### src/rtl/multicycle_control.sv
// Multicycle MIPS sequencer: Moore FSM driving datapath enables and selects.
// Memory phases wait on mem_ready so slow data memories can stall the FSM.
module multicycle_control #(
  parameter int CNT_W = 32
) (
  input  logic             clk,
  input  logic             reset,
  input  logic [5:0]       Opcode,
  input  logic [5:0]       Funct,
  input  logic             zeroflag,
  input  logic             mem_ready,
  output logic             mem_req,
  output logic             IorD,
  output logic             IRWrite,
  output logic             MemWrite,
  output logic             RegWrite,
  output logic             RegDst,
  output logic             MemtoReg,
  output logic             ALUSrcA,
  output logic [1:0]       ALUSrcB,
  output logic [2:0]       ALUControl,
  output logic [1:0]       PCSrc,
  output logic             pc_en,
  output logic             halted,
  output logic [CNT_W-1:0] instr_count
);

  typedef enum logic [3:0] {
    FETCH, DECODE, MEMADR, MEMRD, MEMWB, MEMWR,
    EXEC, ALUWB, ADDIEX, ADDIWB, BEQ, JMP, HALT
  } state_t;

  localparam logic [5:0] OP_R    = 6'b000000;
  localparam logic [5:0] OP_LW   = 6'b100011;
  localparam logic [5:0] OP_SW   = 6'b101011;
  localparam logic [5:0] OP_BEQ  = 6'b000100;
  localparam logic [5:0] OP_ADDI = 6'b001000;
  localparam logic [5:0] OP_J    = 6'b000010;

  state_t           state_q, state_d;
  logic [CNT_W-1:0] cnt_q;

  logic       fn_ok;
  logic [2:0] fn_alu;

  always_comb begin
    fn_ok  = 1'b1;
    fn_alu = 3'b000;
    unique case (Funct)
      6'b100000: fn_alu = 3'b010;
      6'b100010: fn_alu = 3'b110;
      6'b100100: fn_alu = 3'b000;
      6'b100101: fn_alu = 3'b001;
      6'b101010: fn_alu = 3'b111;
      default:   fn_ok  = 1'b0;
    endcase
  end

  always_comb begin
    state_d = state_q;
    unique case (state_q)
      FETCH:  if (mem_ready) state_d = DECODE;
      DECODE: begin
        unique case (Opcode)
          OP_LW, OP_SW: state_d = MEMADR;
          OP_R:         state_d = EXEC;
          OP_BEQ:       state_d = BEQ;
          OP_ADDI:      state_d = ADDIEX;
          OP_J:         state_d = JMP;
          default:      state_d = HALT;
        endcase
      end
      MEMADR: state_d = (Opcode == OP_SW) ? MEMWR : MEMRD;
      MEMRD:  if (mem_ready) state_d = MEMWB;
      MEMWB:  state_d = FETCH;
      MEMWR:  if (mem_ready) state_d = FETCH;
      EXEC:   state_d = fn_ok ? ALUWB : HALT;
      ALUWB:  state_d = FETCH;
      ADDIEX: state_d = ADDIWB;
      ADDIWB: state_d = FETCH;
      BEQ:    state_d = FETCH;
      JMP:    state_d = FETCH;
      HALT:   state_d = HALT;
      default: state_d = HALT;
    endcase
  end

  always_ff @(posedge clk) begin
    if (!reset) begin
      state_q <= FETCH;
      cnt_q   <= '0;
    end else begin
      state_q <= state_d;
      if (state_d == FETCH && state_q != FETCH)
        cnt_q <= cnt_q + 1'b1;
    end
  end

  logic req_s, irw_s, mw_s, rw_s, pce_s;

  always_comb begin
    req_s      = 1'b0;
    irw_s      = 1'b0;
    mw_s       = 1'b0;
    rw_s       = 1'b0;
    pce_s      = 1'b0;
    IorD       = 1'b0;
    RegDst     = 1'b0;
    MemtoReg   = 1'b0;
    ALUSrcA    = 1'b0;
    ALUSrcB    = 2'b00;
    ALUControl = 3'b000;
    PCSrc      = 2'b00;
    halted     = 1'b0;
    unique case (state_q)
      FETCH: begin
        req_s      = 1'b1;
        irw_s      = mem_ready;
        pce_s      = mem_ready;
        ALUSrcB    = 2'b01;
        ALUControl = 3'b010;
      end
      DECODE: begin
        ALUSrcB    = 2'b11;
        ALUControl = 3'b010;
      end
      MEMADR, ADDIEX: begin
        ALUSrcA    = 1'b1;
        ALUSrcB    = 2'b10;
        ALUControl = 3'b010;
      end
      MEMRD: begin
        req_s = 1'b1;
        IorD  = 1'b1;
      end
      MEMWB: begin
        rw_s     = 1'b1;
        MemtoReg = 1'b1;
      end
      MEMWR: begin
        req_s = 1'b1;
        IorD  = 1'b1;
        mw_s  = mem_ready;
      end
      EXEC: begin
        ALUSrcA    = 1'b1;
        ALUControl = fn_alu;
      end
      ALUWB: begin
        rw_s   = 1'b1;
        RegDst = 1'b1;
      end
      ADDIWB: rw_s = 1'b1;
      BEQ: begin
        ALUSrcA    = 1'b1;
        ALUControl = 3'b110;
        PCSrc      = 2'b01;
        pce_s      = zeroflag;
      end
      JMP: begin
        PCSrc = 2'b10;
        pce_s = 1'b1;
      end
      HALT: halted = 1'b1;
      default: halted = 1'b1;
    endcase
  end

  // Reset masks every side-effecting strobe, whatever the state.
  assign mem_req     = req_s & reset;
  assign IRWrite     = irw_s & reset;
  assign MemWrite    = mw_s & reset;
  assign RegWrite    = rw_s & reset;
  assign pc_en       = pce_s & reset;
  assign instr_count = cnt_q;

endmodule

### config.mk
export PLATFORM = sky130hd
export DESIGN_NAME = multicycle_control
export DESIGN_NICKNAME = d
export VERILOG_FILES = /design/src/rtl/multicycle_control.sv
export SDC_FILE = /design/constraint.sdc
export NUM_CORES = 1
export LEC_CHECK = 0
export ABC_CLOCK_PERIOD_IN_PS = 6050
export BUFFER_PORTS_ARGS = -buffer_cell sky130_fd_sc_hd__buf_4
export CORE_MARGIN = 2
export CORE_UTILIZATION = 25
export CTS_CLUSTER_SIZE = 12
export DETAILED_ROUTE_END_ITERATION = 12
export PLACE_DENSITY = 0.56
export SLEW_MARGIN = 20
export SYNTH_ARGS = -nofsm -noshare
export SYNTH_HDL_FRONTEND = slang
export SYNTH_SLANG_ARGS = --single-unit
### constraint.sdc
create_clock -name clk -period 6.05 [get_ports clk]
set_input_delay 1.815 -clock clk [delete_from_list [all_inputs] [get_ports clk]]
set_output_delay 1.815 -clock clk [all_outputs]
set_load 0.02 [all_outputs]
==> results by stage <==
Run status:
- The run finished with clean final reports.

Synth:
- The net count after synthesis is 334.
- Synthesis produced a netlist whose cell count is 317.
- The dominant synthesized flop cell is dfxtp_1.
- For this run, the number of Yosys warnings is 0.
- The count of flip-flops with a built-in enable after synthesis is 0.
- Averaged over all synthesized cells, the footprint is 7.787 sq um.
- The share of synthesized flip-flops with an asynchronous set or reset is 0%.
- The count of cell types in the netlist is 53.
- Synthesis inferred 36 register bits.
- The netlist area before placement is 2469 sq um.
- The share of the Yosys chip area taken by registers is 29.19%.

Worst setup path:
- For flop-to-flop paths, the worst setup slack is 2.97 ns.
- The startpoint class of the critical path is an input pin.
- The worst path arrival time is 2.95 ns.
- The cell that appears most often on the critical path is buf_4.
- The critical path goes through buf_4 -> or4b_2 -> a211oi_1 -> buf_4.
- The delay of the slowest critical-path stage is 0.58 ns.
- The standard cell with the maximum stage delay on the critical path is or4b_2.
- STA classifies the critical path endpoint as a primary output.
- The kind of critical path is in -> out.
- In this run the worst path has a maximum fanout of 6.
- At the worst endpoint, the required time is 4.24 ns.

Clock tree:
- After clock tree synthesis, the clock-pin slew on the worst setup and hold paths is 0.07 ns.
- The tree is rooted in a clkbuf_8.
- The number of post-CTS setup repair buffers is 0.
- The total clock buffers created by CTS is 5.
- TritonCTS built the clock tree.
- After clock tree synthesis, the flow added hold-fix buffers numbering 0.
- The number of gates resized after CTS is 0.
- The level count of the clock H-tree is 2.
- The clock reaches the later pin of the worst-skew pair after 0.29 ns.
- The clock sink count is 36.
- The maximum root-to-sink buffer count is 2.

Timing:
- The slew at the pin with the worst max-slew slack is 0.8179 ns.
- Setup repair after global routing left no endpoint under its margin.
- The worst relative slew slack is 45.28%.
- The setup total negative slack is 0 ns.
- The number of hold-slack violations in the final timing report is 0.
- The maximum achievable frequency is 209.8 MHz.
- Clock skew on the completed layout was measured at 0.005739 ns.
- After layout, the worst path uses 78.77% of the clock period.
- Setup violations remaining at the end of the flow were counted as 0.
- The clock period minus final worst setup slack is 4.765 ns.
- The final max-slew violation count is 0.

Place:
- The congestion estimate from routability-driven global placement came to 0.8055.
- The total of buffers placed on input and output ports is 64.
- The post-detailed-placement half-perimeter wirelength is 4937 um.
- Once placement completed, the tool counted placed cells totaling 485.

Floorplanning:
- Measured along the y axis, the die boundary spans 103.4 um.
- During I/O placement, the number of pins put on the boundary was 65.
- The width of the chip is 103.4 um.
- The full die area is 10,690 sq um.
- The count of standard-cell rows is 36.
- The initial standard-cell utilization of the core is 25.49%.
- The standard cell core area is 9684 sq um.

Job:
- The number of maximum-capacitance constraint violations is 0.

Pwr:
- Summed over all cells, the static leakage comes to 1.064 nW.
- The power density over the cells is 185.3 nW/um^2.
- The relative contribution of combinational cells to total power is 23.8%.
- Internal power comes to 380.6 uW.
- VDD sags by at most 0.09814 mV.
- The share of total power dissipated in the clock network is 31.4%.
- The switching power as a share of total power is 33.06%.
- The analysis attributes to net switching a power of 187.9 uW.
- The share of power burned in registers is 44.7%.

Cells and area:
- The post-layout instance count excluding filler cells is 493.
- The core occupancy in the finished layout is 31.68%.
- The area growth from synthesis to layout is 24.28%.
- The final layout contains 376 nets.
- The fraction of final layout cells sized beyond drive strength 1 is 23.06%.
- The number of diodes added for antenna fixing is 0.
- The count of filler cells inserted in the layout is 1,037.

Route:
- For this block, the routed nets add up to 7268 um of wire.
- The routed wirelength normalized by instance count is 14.74 um.
- The first detailed-routing pass ran for 4 iterations.
- The number of DRC markers in iteration 0 is 209.
- In the routed layout, each cell is associated on average with a via count of 5.414.
- The detail route stage leaves a number of antenna-violating nets equal to 0.
- For this run, design rule violations remaining after detail routing come to 0.
- The via count of the routed design is 2,669.

GRT:
- The global route total overflow is 0.
- Global routing consumed, over all layers together, 13.64% of the routing resources.
- The number of global-route vias before repair came to 2,417.
- Entering global routing, the biggest net connects 49 pins.
- The first global-routing pass estimated 11,720 um of wire.
- The initial antenna violation count was 0.

Worst hold path:
- The type of the tightest min-delay check is reg -> reg.
final timing paths:
check                       start               to  cells after the start
setup reg to reg       state_q[3]   instr_count[5]                      6
hold / removal    instr_count[31]  instr_count[31]                      2
setup / recovery        mem_ready            pc_en                      4
hold reg to reg   instr_count[31]  instr_count[31]                      2
cells in the mapped netlist (3+ instances only):
master    number  area share [%]
buf_2         11             2.2
nor2b_1        4             1.0
and2_1         7             1.8
nand3_1       13             2.6
nand4_1       17             4.3
nand2_1       17             2.6
o211ai_1       3            0.91
o31ai_1       20             6.1
nor4_1         5             1.3
a21oi_1       30             6.1
and3_1         7             1.8
dfxtp_1       36              29
or4_1         20             6.1
buf_1          4            0.61
o311ai_1       7             2.5
o41ai_1        7             2.5
nand2b_1      13             3.3
clkbuf_1      12             1.8
mux2i_1        3             1.2
inv_1          5            0.76
nor2_1        18             2.7
nor3_1        11             2.2
o22ai_1        4             1.0
and4_1         5             1.8
critical path, delay by kind of cell:
| kind | cells | cell delay (ns) |
|---|---|---|
| buffers and inverters | 2 | 0.30 |
| AO/OA/AOI/OAI | 1 | 0.25 |
| AND/OR/NAND/NOR | 1 | 0.58 |
registers in the layout (all words and copies together), names as in the netlist:
| signal | cells |
|---|---|
| instr_count | 32 |
| state_q | 4 |
logic make-up (layout without fill, tap and decap cells):
| group | Yosys count | count (layout) | synth area share (%) |
|---|---|---|---|
| multiplexers | 4 | 4 | 1.673 |
| AO/OA/AOI/OAI | 89 | 89 | 25.85 |
| adder cells (fa/ha/maj) | 1 | 1 | 0.5068 |
| XOR/XNOR | 3 | 3 | 1.065 |
| buffers and inverters | 36 | 79 | 6.791 |
| flip-flops | 36 | 36 | 29.19 |
| AND/OR/NAND/NOR | 148 | 148 | 34.92 |
routing by layer:
| layer | share of wire, % | track usage (%) | up-vias |
|---|---|---|---|
| li1 | - | - | 1322 |
| met1 | 49 | 18.54 | 1290 |
| met2 | 45 | 21.54 | 53 |
| met3 | 5.8 | 3.831 | 4 |
| met4 | 0.52 | 3.036 | 0 |
| met5 | 0 | 0 | - |
area by class of cell:
class	count	area [sq um]	area share [%]
clock buffer	8	90.09	2.936
inverter	6	22.52	0.7341
tap	133	166.4	5.424
sequential	36	720.7	23.49
multi-input combinational	245	1580	51.51
timing repair buffer	65	488.0	15.91
placed cells by master, fill, tap and decap left out, types with 4 or more instances in the layout:
master / count
buf_4: 65
dfxtp_1: 36
a21oi_1: 30
o31ai_1: 20
or4_1: 20
nor2_1: 18
nand2_1: 17
nand4_1: 17
nand2b_1: 13
nand3_1: 13
nor3_1: 11
and2_1: 7
and3_1: 7
o311ai_1: 7
o41ai_1: 7
clkbuf_8: 6
inv_1: 5
nor4_1: 5
and4_1: 5
o22ai_1: 4
nor2b_1: 4
metrics by stage:
| step | setup WS [ns] | instance area [sq um] | total power, mW | hold slack [ns] |
|---|---|---|---|---|
| floorplan | 1.256 | 2469 | 0.3573 | 0.5511 |
| global placement | 1.288 | 2978 | 0.3920 | 0.4791 |
| detailed placement | 1.275 | 2978 | 0.3951 | 0.4876 |
| CTS | 1.273 | 3068 | 0.5756 | 0.5004 |
| global route | 1.225 | 3068 | 0.6013 | 0.5239 |
| finish | 1.285 | 3068 | 0.5685 | 0.5006 |
power by group through the flow:
stage | combinational (mW) | clock, mW | sequential (mW)
finish | 0.136 | 0.179 | 0.254
global route | 0.148 | 0.197 | 0.256
CTS | 0.136 | 0.186 | 0.254
detailed placement | 0.135 | 0 | 0.260
global placement | 0.133 | 0 | 0.259
floorplan | 0.109 | 0 | 0.249
(Power assumes the default switching activity.)
